File: config.mk
export PLATFORM = sky130hd
export DESIGN_NAME = mmio_uart_tx
export DESIGN_NICKNAME = d
export VERILOG_FILES = /design/src/rtl/uart_defs.sv /design/src/rtl/sync_fifo.sv /design/src/rtl/mmio_uart_tx.sv
export SDC_FILE = /design/constraint.sdc
export NUM_CORES = 1
export LEC_CHECK = 0
export ABC_CLOCK_PERIOD_IN_PS = 7520
export BUFFER_PORTS_ARGS = -buffer_cell sky130_fd_sc_hd__buf_2
export CAP_MARGIN = 0
export CORE_ASPECT_RATIO = 0.7
export CORE_MARGIN = 5
export CORE_UTILIZATION = 59
export DETAILED_ROUTE_END_ITERATION = 16
export PLACE_DENSITY_LB_ADDON = 0.1
export SLEW_MARGIN = 20
export SYNTH_ARGS = -nofsm -noshare
export SYNTH_HDL_FRONTEND = slang
export SYNTH_SLANG_ARGS = --single-unit
File: constraint.sdc
create_clock -name clk -period 7.52 [get_ports clk]
set_input_delay 1.504 -clock clk [delete_from_list [all_inputs] [get_ports clk]]
set_output_delay 1.504 -clock clk [all_outputs]
set_load 0.1 [all_outputs]
File: src/rtl/uart_defs.sv
// Shared UART definitions: default clocking, bit timing and FSM state encoding
// used by the transmitter and the future receiver.
package uart_defs;

    localparam int unsigned DEFAULT_CLK_FREQ = 32'd50000000;
    localparam int unsigned DEFAULT_BAUD     = 32'd500000;

    typedef enum logic [1:0] {
        ST_IDLE  = 2'd0,
        ST_START = 2'd1,
        ST_DATA  = 2'd2,
        ST_STOP  = 2'd3
    } uart_state_e;

    function automatic int unsigned clks_per_bit(input int unsigned clk_freq,
                                                 input int unsigned baud);
        return clk_freq / baud;
    endfunction

    localparam int unsigned DEFAULT_CLKS_PER_BIT = clks_per_bit(DEFAULT_CLK_FREQ, DEFAULT_BAUD);

endpackage

File: src/rtl/sync_fifo.sv
// Single-clock FIFO with registered occupancy; a write when full is taken only
// if a read frees a slot on the same edge.
module sync_fifo #(
    parameter int unsigned WIDTH = 8,
    parameter int unsigned DEPTH = 8
) (
    input  logic                     clk,
    input  logic                     rst,
    input  logic                     wr_en_i,
    input  logic [WIDTH-1:0]         wr_data_i,
    input  logic                     rd_en_i,
    output logic [WIDTH-1:0]         rd_data_o,
    output logic                     full_o,
    output logic                     empty_o,
    output logic [$clog2(DEPTH):0]   level_o
);

    localparam int unsigned AW = $clog2(DEPTH);
    localparam int unsigned LW = AW + 1;

    logic [WIDTH-1:0] mem_q [DEPTH];
    logic [AW-1:0]    wr_ptr_q, wr_ptr_d;
    logic [AW-1:0]    rd_ptr_q, rd_ptr_d;
    logic [LW-1:0]    count_q, count_d;
    logic             rd_ok_s;
    logic             wr_ok_s;

    assign full_o    = (count_q == LW'(DEPTH));
    assign empty_o   = (count_q == {LW{1'b0}});
    assign level_o   = count_q;
    assign rd_data_o = mem_q[rd_ptr_q];

    // Accept decisions and pointer/occupancy next state; pointers wrap naturally.
    always_comb begin
        rd_ok_s  = rd_en_i && !empty_o;
        wr_ok_s  = wr_en_i && (!full_o || rd_ok_s);
        wr_ptr_d = wr_ptr_q;
        rd_ptr_d = rd_ptr_q;
        count_d  = count_q;
        if (wr_ok_s) begin
            wr_ptr_d = wr_ptr_q + {{(AW-1){1'b0}}, 1'b1};
        end else begin
            wr_ptr_d = wr_ptr_q;
        end
        if (rd_ok_s) begin
            rd_ptr_d = rd_ptr_q + {{(AW-1){1'b0}}, 1'b1};
        end else begin
            rd_ptr_d = rd_ptr_q;
        end
        case ({wr_ok_s, rd_ok_s})
            2'b10:   count_d = count_q + {{(LW-1){1'b0}}, 1'b1};
            2'b01:   count_d = count_q - {{(LW-1){1'b0}}, 1'b1};
            default: count_d = count_q;
        endcase
    end

    // Pointer and occupancy registers.
    always_ff @(posedge clk) begin
        if (rst) begin
            wr_ptr_q <= {AW{1'b0}};
            rd_ptr_q <= {AW{1'b0}};
            count_q  <= {LW{1'b0}};
        end else begin
            wr_ptr_q <= wr_ptr_d;
            rd_ptr_q <= rd_ptr_d;
            count_q  <= count_d;
        end
    end

    // Storage write; contents need no reset since occupancy gates every read.
    always_ff @(posedge clk) begin
        if (wr_ok_s) begin
            mem_q[wr_ptr_q] <= wr_data_i;
        end
    end

endmodule

File: src/rtl/mmio_uart_tx.sv
// Memory-mapped 8N1 UART transmitter: processor stores are queued in a FIFO and
// shifted out LSB first; the AVR's busy line gates only the start of a frame.
module mmio_uart_tx
    import uart_defs::*;
#(
    parameter int unsigned CLK_FREQ   = DEFAULT_CLK_FREQ,
    parameter int unsigned BAUD       = DEFAULT_BAUD,
    parameter int unsigned FIFO_DEPTH = 32'd8
) (
    input  logic                          clk,
    input  logic                          rst,
    input  logic                          wr_en,
    input  logic [7:0]                    wr_data,
    output logic                          full,
    output logic                          idle,
    output logic                          overflow,
    output logic [$clog2(FIFO_DEPTH):0]   level,
    output logic                          tx,
    input  logic                          tx_block
);

    localparam int unsigned CPB   = clks_per_bit(CLK_FREQ, BAUD);
    localparam int unsigned CNT_W = (CPB > 32'd1) ? $clog2(CPB) : 32'd1;
    localparam logic [CNT_W-1:0] CNT_LAST = CNT_W'(CPB - 32'd1);

    uart_state_e      state_q, state_d;
    logic [CNT_W-1:0] baud_q, baud_d;
    logic [2:0]       bit_q, bit_d;
    logic [7:0]       shift_q, shift_d;
    logic             tx_q, tx_d;
    logic             overflow_q, overflow_d;
    logic             sync1_q, sync2_q;

    logic             pop_s;
    logic             bit_done_s;
    logic             can_start_s;
    logic [7:0]       head_s;
    logic             fifo_full_s;
    logic             fifo_empty_s;
    logic [$clog2(FIFO_DEPTH):0] fifo_level_s;

    sync_fifo #(
        .WIDTH (32'd8),
        .DEPTH (FIFO_DEPTH)
    ) u_fifo (
        .clk       (clk),
        .rst       (rst),
        .wr_en_i   (wr_en),
        .wr_data_i (wr_data),
        .rd_en_i   (pop_s),
        .rd_data_o (head_s),
        .full_o    (fifo_full_s),
        .empty_o   (fifo_empty_s),
        .level_o   (fifo_level_s)
    );

    assign full     = fifo_full_s;
    assign level    = fifo_level_s;
    assign idle     = fifo_empty_s && (state_q == ST_IDLE);
    assign overflow = overflow_q;
    assign tx       = tx_q;

    // Two-flop synchroniser for the asynchronous busy line; resets to "blocked".
    always_ff @(posedge clk) begin
        if (rst) begin
            sync1_q <= 1'b1;
            sync2_q <= 1'b1;
        end else begin
            sync1_q <= tx_block;
            sync2_q <= sync1_q;
        end
    end

    // Frame sequencing; STOP chains straight into START so queued frames abut.
    always_comb begin
        state_d     = state_q;
        baud_d      = baud_q;
        bit_d       = bit_q;
        shift_d     = shift_q;
        pop_s       = 1'b0;
        bit_done_s  = (baud_q == CNT_LAST);
        can_start_s = !fifo_empty_s && !sync2_q;
        case (state_q)
            ST_IDLE: begin
                if (can_start_s) begin
                    pop_s   = 1'b1;
                    shift_d = head_s;
                    baud_d  = {CNT_W{1'b0}};
                    state_d = ST_START;
                end else begin
                    state_d = ST_IDLE;
                end
            end
            ST_START: begin
                if (bit_done_s) begin
                    baud_d  = {CNT_W{1'b0}};
                    bit_d   = 3'd0;
                    state_d = ST_DATA;
                end else begin
                    baud_d  = baud_q + {{(CNT_W-1){1'b0}}, 1'b1};
                end
            end
            ST_DATA: begin
                if (bit_done_s) begin
                    baud_d  = {CNT_W{1'b0}};
                    shift_d = {1'b0, shift_q[7:1]};
                    if (bit_q == 3'd7) begin
                        state_d = ST_STOP;
                    end else begin
                        bit_d   = bit_q + 3'd1;
                    end
                end else begin
                    baud_d  = baud_q + {{(CNT_W-1){1'b0}}, 1'b1};
                end
            end
            ST_STOP: begin
                if (bit_done_s) begin
                    baud_d = {CNT_W{1'b0}};
                    if (can_start_s) begin
                        pop_s   = 1'b1;
                        shift_d = head_s;
                        state_d = ST_START;
                    end else begin
                        state_d = ST_IDLE;
                    end
                end else begin
                    baud_d = baud_q + {{(CNT_W-1){1'b0}}, 1'b1};
                end
            end
            default: begin
                state_d = ST_IDLE;
                baud_d  = {CNT_W{1'b0}};
                bit_d   = 3'd0;
            end
        endcase
    end

    // Line level follows the current state one edge later; overflow is sticky.
    always_comb begin
        case (state_q)
            ST_IDLE:  tx_d = 1'b1;
            ST_START: tx_d = 1'b0;
            ST_DATA:  tx_d = shift_q[0];
            ST_STOP:  tx_d = 1'b1;
            default:  tx_d = 1'b1;
        endcase
        overflow_d = overflow_q | (wr_en & fifo_full_s & ~pop_s);
    end

    // Transmitter state registers.
    always_ff @(posedge clk) begin
        if (rst) begin
            state_q    <= ST_IDLE;
            baud_q     <= {CNT_W{1'b0}};
            bit_q      <= 3'd0;
            shift_q    <= 8'd0;
            tx_q       <= 1'b1;
            overflow_q <= 1'b0;
        end else begin
            state_q    <= state_d;
            baud_q     <= baud_d;
            bit_q      <= bit_d;
            shift_q    <= shift_d;
            tx_q       <= tx_d;
            overflow_q <= overflow_d;
        end
    end

endmodule

==> results of run 1 <==
per-layer routing:
metal  routed length (microns)  GRT usage, %
met1                      4011         27.07
met2                      3251         25.59
met3                       354         5.681
met4                        91         5.402
met5                         0             0
through the flow:
step	power [W]	cells	hold slack, ps	area (sq um)	util [%]
CTS	0.001098	430	450.5	4740	65.04
finish	0.001088	430	453.3	4755	65.25
global placement	0.0007641	414	392.5	4547	62.40
detailed placement	0.0007669	414	425.0	4547	62.40
global route	0.001137	430	469.2	4755	65.25
floorplan	0.0007364	309	389.5	4390	-
worst register-to-register path, cell delays in order, from the launching register on:
cell and delay (ps):
dfxtp_1 370, inv_1 100, ha_1 410, nand4bb_1 250, o22ai_1 400, nor2_2 180
ha_1 310, xor2_1 170, ha_1 200, a21oi_1 140, xor2_1 90, or3_1 300
a21oi_1 140
where the power goes:
group	switching [W]	total, W	internal (W)
clock network	0.000202	0.000333	0.000131
registers	0.0000168	0.000623	0.000606
logic	0.0000898	0.000132	0.0000421
registers in the layout (all words and copies together), names as in the netlist, named ones only:
| signal | count |
|---|---|
| sync1_q | 1 |
| bit_q | 3 |
| overflow | 1 |
| u_fifo.mem_q | 64 |
| baud_q | 7 |
| sync2_q | 1 |
| shift_q | 8 |
| u_fifo.wr_ptr_q | 3 |
| u_fifo.rd_ptr_q | 3 |
| u_fifo.level_o | 4 |
| tx | 1 |
| state_q | 2 |
worst max-delay path by stage:
stage | from | end | depth (start not counted)
4_1_cts | u_fifo.level_o[0]$_SDFFE_PP0P_ | idle | 3
3_5_place_dp | wr_en | u_fifo.level_o[2]$_SDFFE_PP0P_ | 11
3_3_place_gp | wr_en | u_fifo.level_o[2]$_SDFFE_PP0P_ | 11
2_1_floorplan | u_fifo.level_o[3]$_SDFFE_PP0P_ | u_fifo.level_o[2]$_SDFFE_PP0P_ | 10
5_1_grt | u_fifo.level_o[0]$_SDFFE_PP0P_ | idle | 3
6_report | u_fifo.level_o[0]$_SDFFE_PP0P_ | idle | 3
synth_stat cells (all sizes together), types with 4 or more instances:
library cell and number:
edfxtp 64, nand3 7, dfxtp 37, xor2 4
nor2 16, mux2i 11, inv 10, o21ai 20
buf 10, a22o 7, nor4b 4, a21oi 20
ha 13, or3 6, nand2 13, mux4 16
cell families (layout without fill, tap and decap cells):
| logic type | after synthesis | in the layout |
|---|---|---|
| DFF | 101 | 101 |
| and+or+nand+nor | 73 | 73 |
| AOI/OAI and AO/OA | 66 | 66 |
| muxes | 29 | 29 |
| buffers and inverters | 23 | 46 |
| adders and majority gates | 13 | 13 |
| xor gates and xnor gates | 4 | 4 |
layout make-up:
cell class	count	area (sq um)	share of cell area, %
tap	98	122.6	2.579
inverter	10	37.54	0.7895
clock inverter	7	68.82	1.447
clock buffer	9	123.9	2.605
timing repair buffer	20	102.6	2.158
multi-input combinational	185	1637	34.42
sequential	101	2663	56.00
==> metrics.csv, run 1 <==
metric;value;unit
Vias;2550;
Fillers;532;
CP max-delay cell;nor4_4;
Critical Path AT;1940;ps
global-route wire length before repair;12450;microns
Hold Path End;sync2_q$_SDFF_PP1_;
Port-buffer cells;19;
Final Max Tran Viols;0;
Compound-Gate Fraction of Synth Area;9.661;%
GRT Residual Overflow;0;
H-tree depth;3;
Final ANT Viol Nets;0;
Clock Skew;8.892;ps
setup violators final;0;
share of the synthesized area in the top cell type;43.77;%
CTS max path bufs;2;
antenna cells;0;
number of cell rows;26;
R2R depth;12;
gr usage total;18.15;%
nature of the critical path endpoint;output pin;
most frequent cells in the layout;edfxtp_1, dfxtp_1, a21oi_1;
Final period util;45.84;%
Post-DP HPWL;5271;microns
post-synthesis xor/xnor area fraction;0.7979;%
leading area contributor after synthesis;edfxtp_1;
Max Cap Viol;0;
wire length per cell;17.93;microns
main combinational cell family by area after synthesis;multiplexers;
largest stage delay on the critical path;530;ps
largest net degree at the start of global routing;26;
DR vias/cell;5.930;
hold buffer count at CTS;0;
vias in the first global route;2391;
Synth async-reset ratio;0;%
Worst Path Buf+Inv;1;
core box area;7287;sq um
CP Cell Sequence;nor4_4 > and2_1 > buf_2;
DRC errors left;0;
number of placed I/O pins;20;
post-CTS sizing;0;
Hold Path Stages;1;
Pwr Density;228.9;nW/um^2
Worst R2R Setup Slack;4410;ps
Synth warnings;0;
status;completed;
simple-gate share of the synthesized area;10.52;%
Avg Inst Size Synth;14.21;sq um
synth top area cells;edfxtp_1, dfxtp_1, mux4_2;
final wirelength;7708;microns
mapped cell area;4390;sq um
worst skew pair latency;380;ps
TritonCTS Buffers;9;
Slew HR;33.04;%
net count after synthesis;334;
setup ws final;4073;ps
drt pass-1 iters;4;
final worst path period need;3447;ps
WS Path Type;reg -> out;
RePlAce Congestion;0.7413;
most common cell after layout, fill and taps aside;edfxtp_1;
Die W;113.1;microns
area growth from synthesis to layout;8.293;%
Crit path required time;6020;ps
Seq/Total Area, Yosys;60.64;%
Lkg Pwr;1.611;nW
dpl ws;3821;ps
RSZ-0062 raised after global routing;no;
min-delay worst type;reg -> reg;
Peak Freq;0.2901;GHz
Peak VDD IR;0.0001819;V
Synth Area in Adders;3.705;%
ys flop type;edfxtp_1;
DR iter-0 viols;155;
fraction of layout cells with a size suffix above 1;19.58;%
Hold Startpoint;sync1_q$_SDFF_PP1_;
CTS clk-pin slew, worst paths;100;ps
Worst Max-Slew Pin Slew;1003;ps
Setup Buffers After CTS;0;
mux contribution to synthesized area;11.83;%
Post-Route Setup TNS;0;ps
Netlist cell types;58;
post-synthesis cell count;309;
reg-to-reg endpoint;u_fifo.level_o[2]$_SDFFE_PP0P_;
synthesis-stage register bit count;101;
EDFF count, synth;64;
Initial Util;60.25;%
crit path max fanout;8;
Worst Setup Start Kind;flop;
die area;9294;sq um
Top delay family on crit path;simple AND/OR/NAND/NOR gates;
TritonCTS clock tree;yes;
DIE HEIGHT;82.18;microns
FF-to-FF Start;state_q[0]$_SDFFE_PP0P_;
Fin. Hold Viols;0;
clock sink count;101;
initial antenna violation count;0;
Nets;352;
Root Buffer;clkbuf_8;
(Power assumes the default switching activity.)
==> run 2, diff against run 1 <==
ABC_CLOCK_PERIOD_IN_PS = 3400   (was 7520)
clock period = 3.4 ns   (was 7.52 ns; I/O delays follow)
==> metrics.csv, run 2 (synthesis results as in run 1) <==
metric;value;unit
Final period util;83.53;%
Lkg Pwr;1.644;nW
Seq pwr share;57.9;%
Critical Path AT;3130;ps
setup ws final;560.1;ps
Final Instance Area;4842;sq um
Setup Buffers After CTS;0;
Fin. Hold Viols;0;
largest net degree at the start of global routing;26;
Final Max Tran Viols;0;
Top reg by flops;u_fifo.mem_q;
Worst Max-Slew Pin Slew;750.9;ps
Vias;2595;
max reg flops;64;
combinational share of power;12.9;%
Psw;0.0006524;W
final wirelength;7751;microns
Nets;361;
CTS clk-pin slew, worst paths;100;ps
Clk pwr share;29.2;%
placed insts;423;
worst skew pair latency;360;ps
Pwr Density;490.2;nW/um^2
Initial Util;60.25;%
setup violators final;0;
Clock Skew;7.804;ps
Port-buffer cells;19;
global-route wire length before repair;13090;microns
wire length per cell;17.66;microns
Slew HR;49.87;%
Root Buffer;clkbuf_8;
Max Cap Viol;0;
core box area;7287;sq um
clock sink count;101;
fraction of layout cells with a size suffix above 1;22.29;%
final non-filler cell total;439;
DR vias/cell;5.911;
RSZ-0062 raised after global routing;no;
final worst path period need;2840;ps
number of placed I/O pins;20;
most common cell after layout, fill and taps aside;edfxtp_1;
gr usage total;18.68;%
Worst Setup Start Kind;flop;
area growth from synthesis to layout;10.29;%
biggest regs;u_fifo.mem_q (64), shift_q (8), baud_q (7);
antenna cells;0;
Die W;113.1;microns
TritonCTS clock tree;yes;
GRT Residual Overflow;0;
Pint;0.001721;W
H-tree depth;3;
WS Path Type;reg -> reg;
vias in the first global route;2523;
hold buffer count at CTS;0;
Crit path required time;3690;ps
die area;9294;sq um
crit path max fanout;6;
status;completed;
CTS max path bufs;2;
min-delay worst type;reg -> reg;
drt pass-1 iters;4;
Peak VDD IR;0.0003191;V
number of cell rows;26;
RePlAce Congestion;0.7186;
initial antenna violation count;0;
TritonCTS Buffers;9;
DR iter-0 viols;188;
most frequent cells in the layout;edfxtp_1, dfxtp_1, a21oi_1;
hold_ws;416.5;ps
DRC errors left;0;
Switching Share;27.48;%
DIE HEIGHT;82.18;microns
Post-DP HPWL;5210;microns
Peak Freq;0.3521;GHz
Final ANT Viol Nets;0;
post-CTS sizing;0;
DP Area;4662;sq um
nature of the critical path endpoint;flop;
dpl ws;580.8;ps
-- run 2: final timing paths --
| check | to | startpoint | slack [ps] | cells past startpoint |
|---|---|---|---|---|
| worst max-delay path | u_fifo.level_o[2]$_SDFFE_PP0P_ | state_q[0]$_SDFFE_PP0P_ | 560 | 11 |
| worst min-delay path | sync2_q$_SDFF_PP1_ | sync1_q$_SDFF_PP1_ | 420 | 1 |
| worst max register to register | u_fifo.level_o[2]$_SDFFE_PP0P_ | state_q[0]$_SDFFE_PP0P_ | 560 | 11 |
| worst min register to register | sync2_q$_SDFF_PP1_ | sync1_q$_SDFF_PP1_ | 420 | 1 |
-- run 2: metal layers --
layer / wire length [microns] / GRT usage [%] / vias to the layer above
met5: 0 / 0 / -
met4: 70 / 4.802 / 0
met3: 373 / 5.608 / 8
met2: 3526 / 27.72 / 43
met1: 3780 / 27.19 / 1288
li1: - / - / 1256
-- run 2: layout make-up --
cell class	count	area (sq um)
Fill cell	536	2445
Inverter	10	37.54
Clock inverter	7	56.30
Tap cell	98	122.6
Timing Repair Buffer	29	170.2
Clock buffer	9	123.9
Multi-Input combinational cell	185	1654
Sequential cell	101	2678
-- run 2: power by group through the flow --
stage / clock, W / sequential (W) / combinational [W]
after global placement: 0 / 0.00140 / 0.000304
final: 0.000693 / 0.00137 / 0.000307
after detailed placement: 0 / 0.00140 / 0.000309
after global routing: 0.000778 / 0.00138 / 0.000335
after CTS: 0.000720 / 0.00137 / 0.000309
after floorplan: 0 / 0.00144 / 0.000202
-- run 2: critical path, cell delays in order, from the launching register on --
cell	delay [ps]
dfxtp_1	380
inv_1	100
ha_1	380
or3_4	440
nor2_1	300
ha_4	220
xor2_1	160
ha_1	160
a21oi_1	40
xor2_1	150
or3_1	300
a21oi_1	130
-- run 2: per-stage QoR --
stage / power, W / utilization (%) / TNS [ps]
2_1_floorplan: 0.001638 / - / -111.3
3_5_place_dp: 0.001710 / 63.98 / 0
3_3_place_gp: 0.001704 / 63.98 / 0
6_report: 0.002374 / 66.45 / 0
4_1_cts: 0.002403 / 66.45 / 0
5_1_grt: 0.002493 / 66.45 / 0
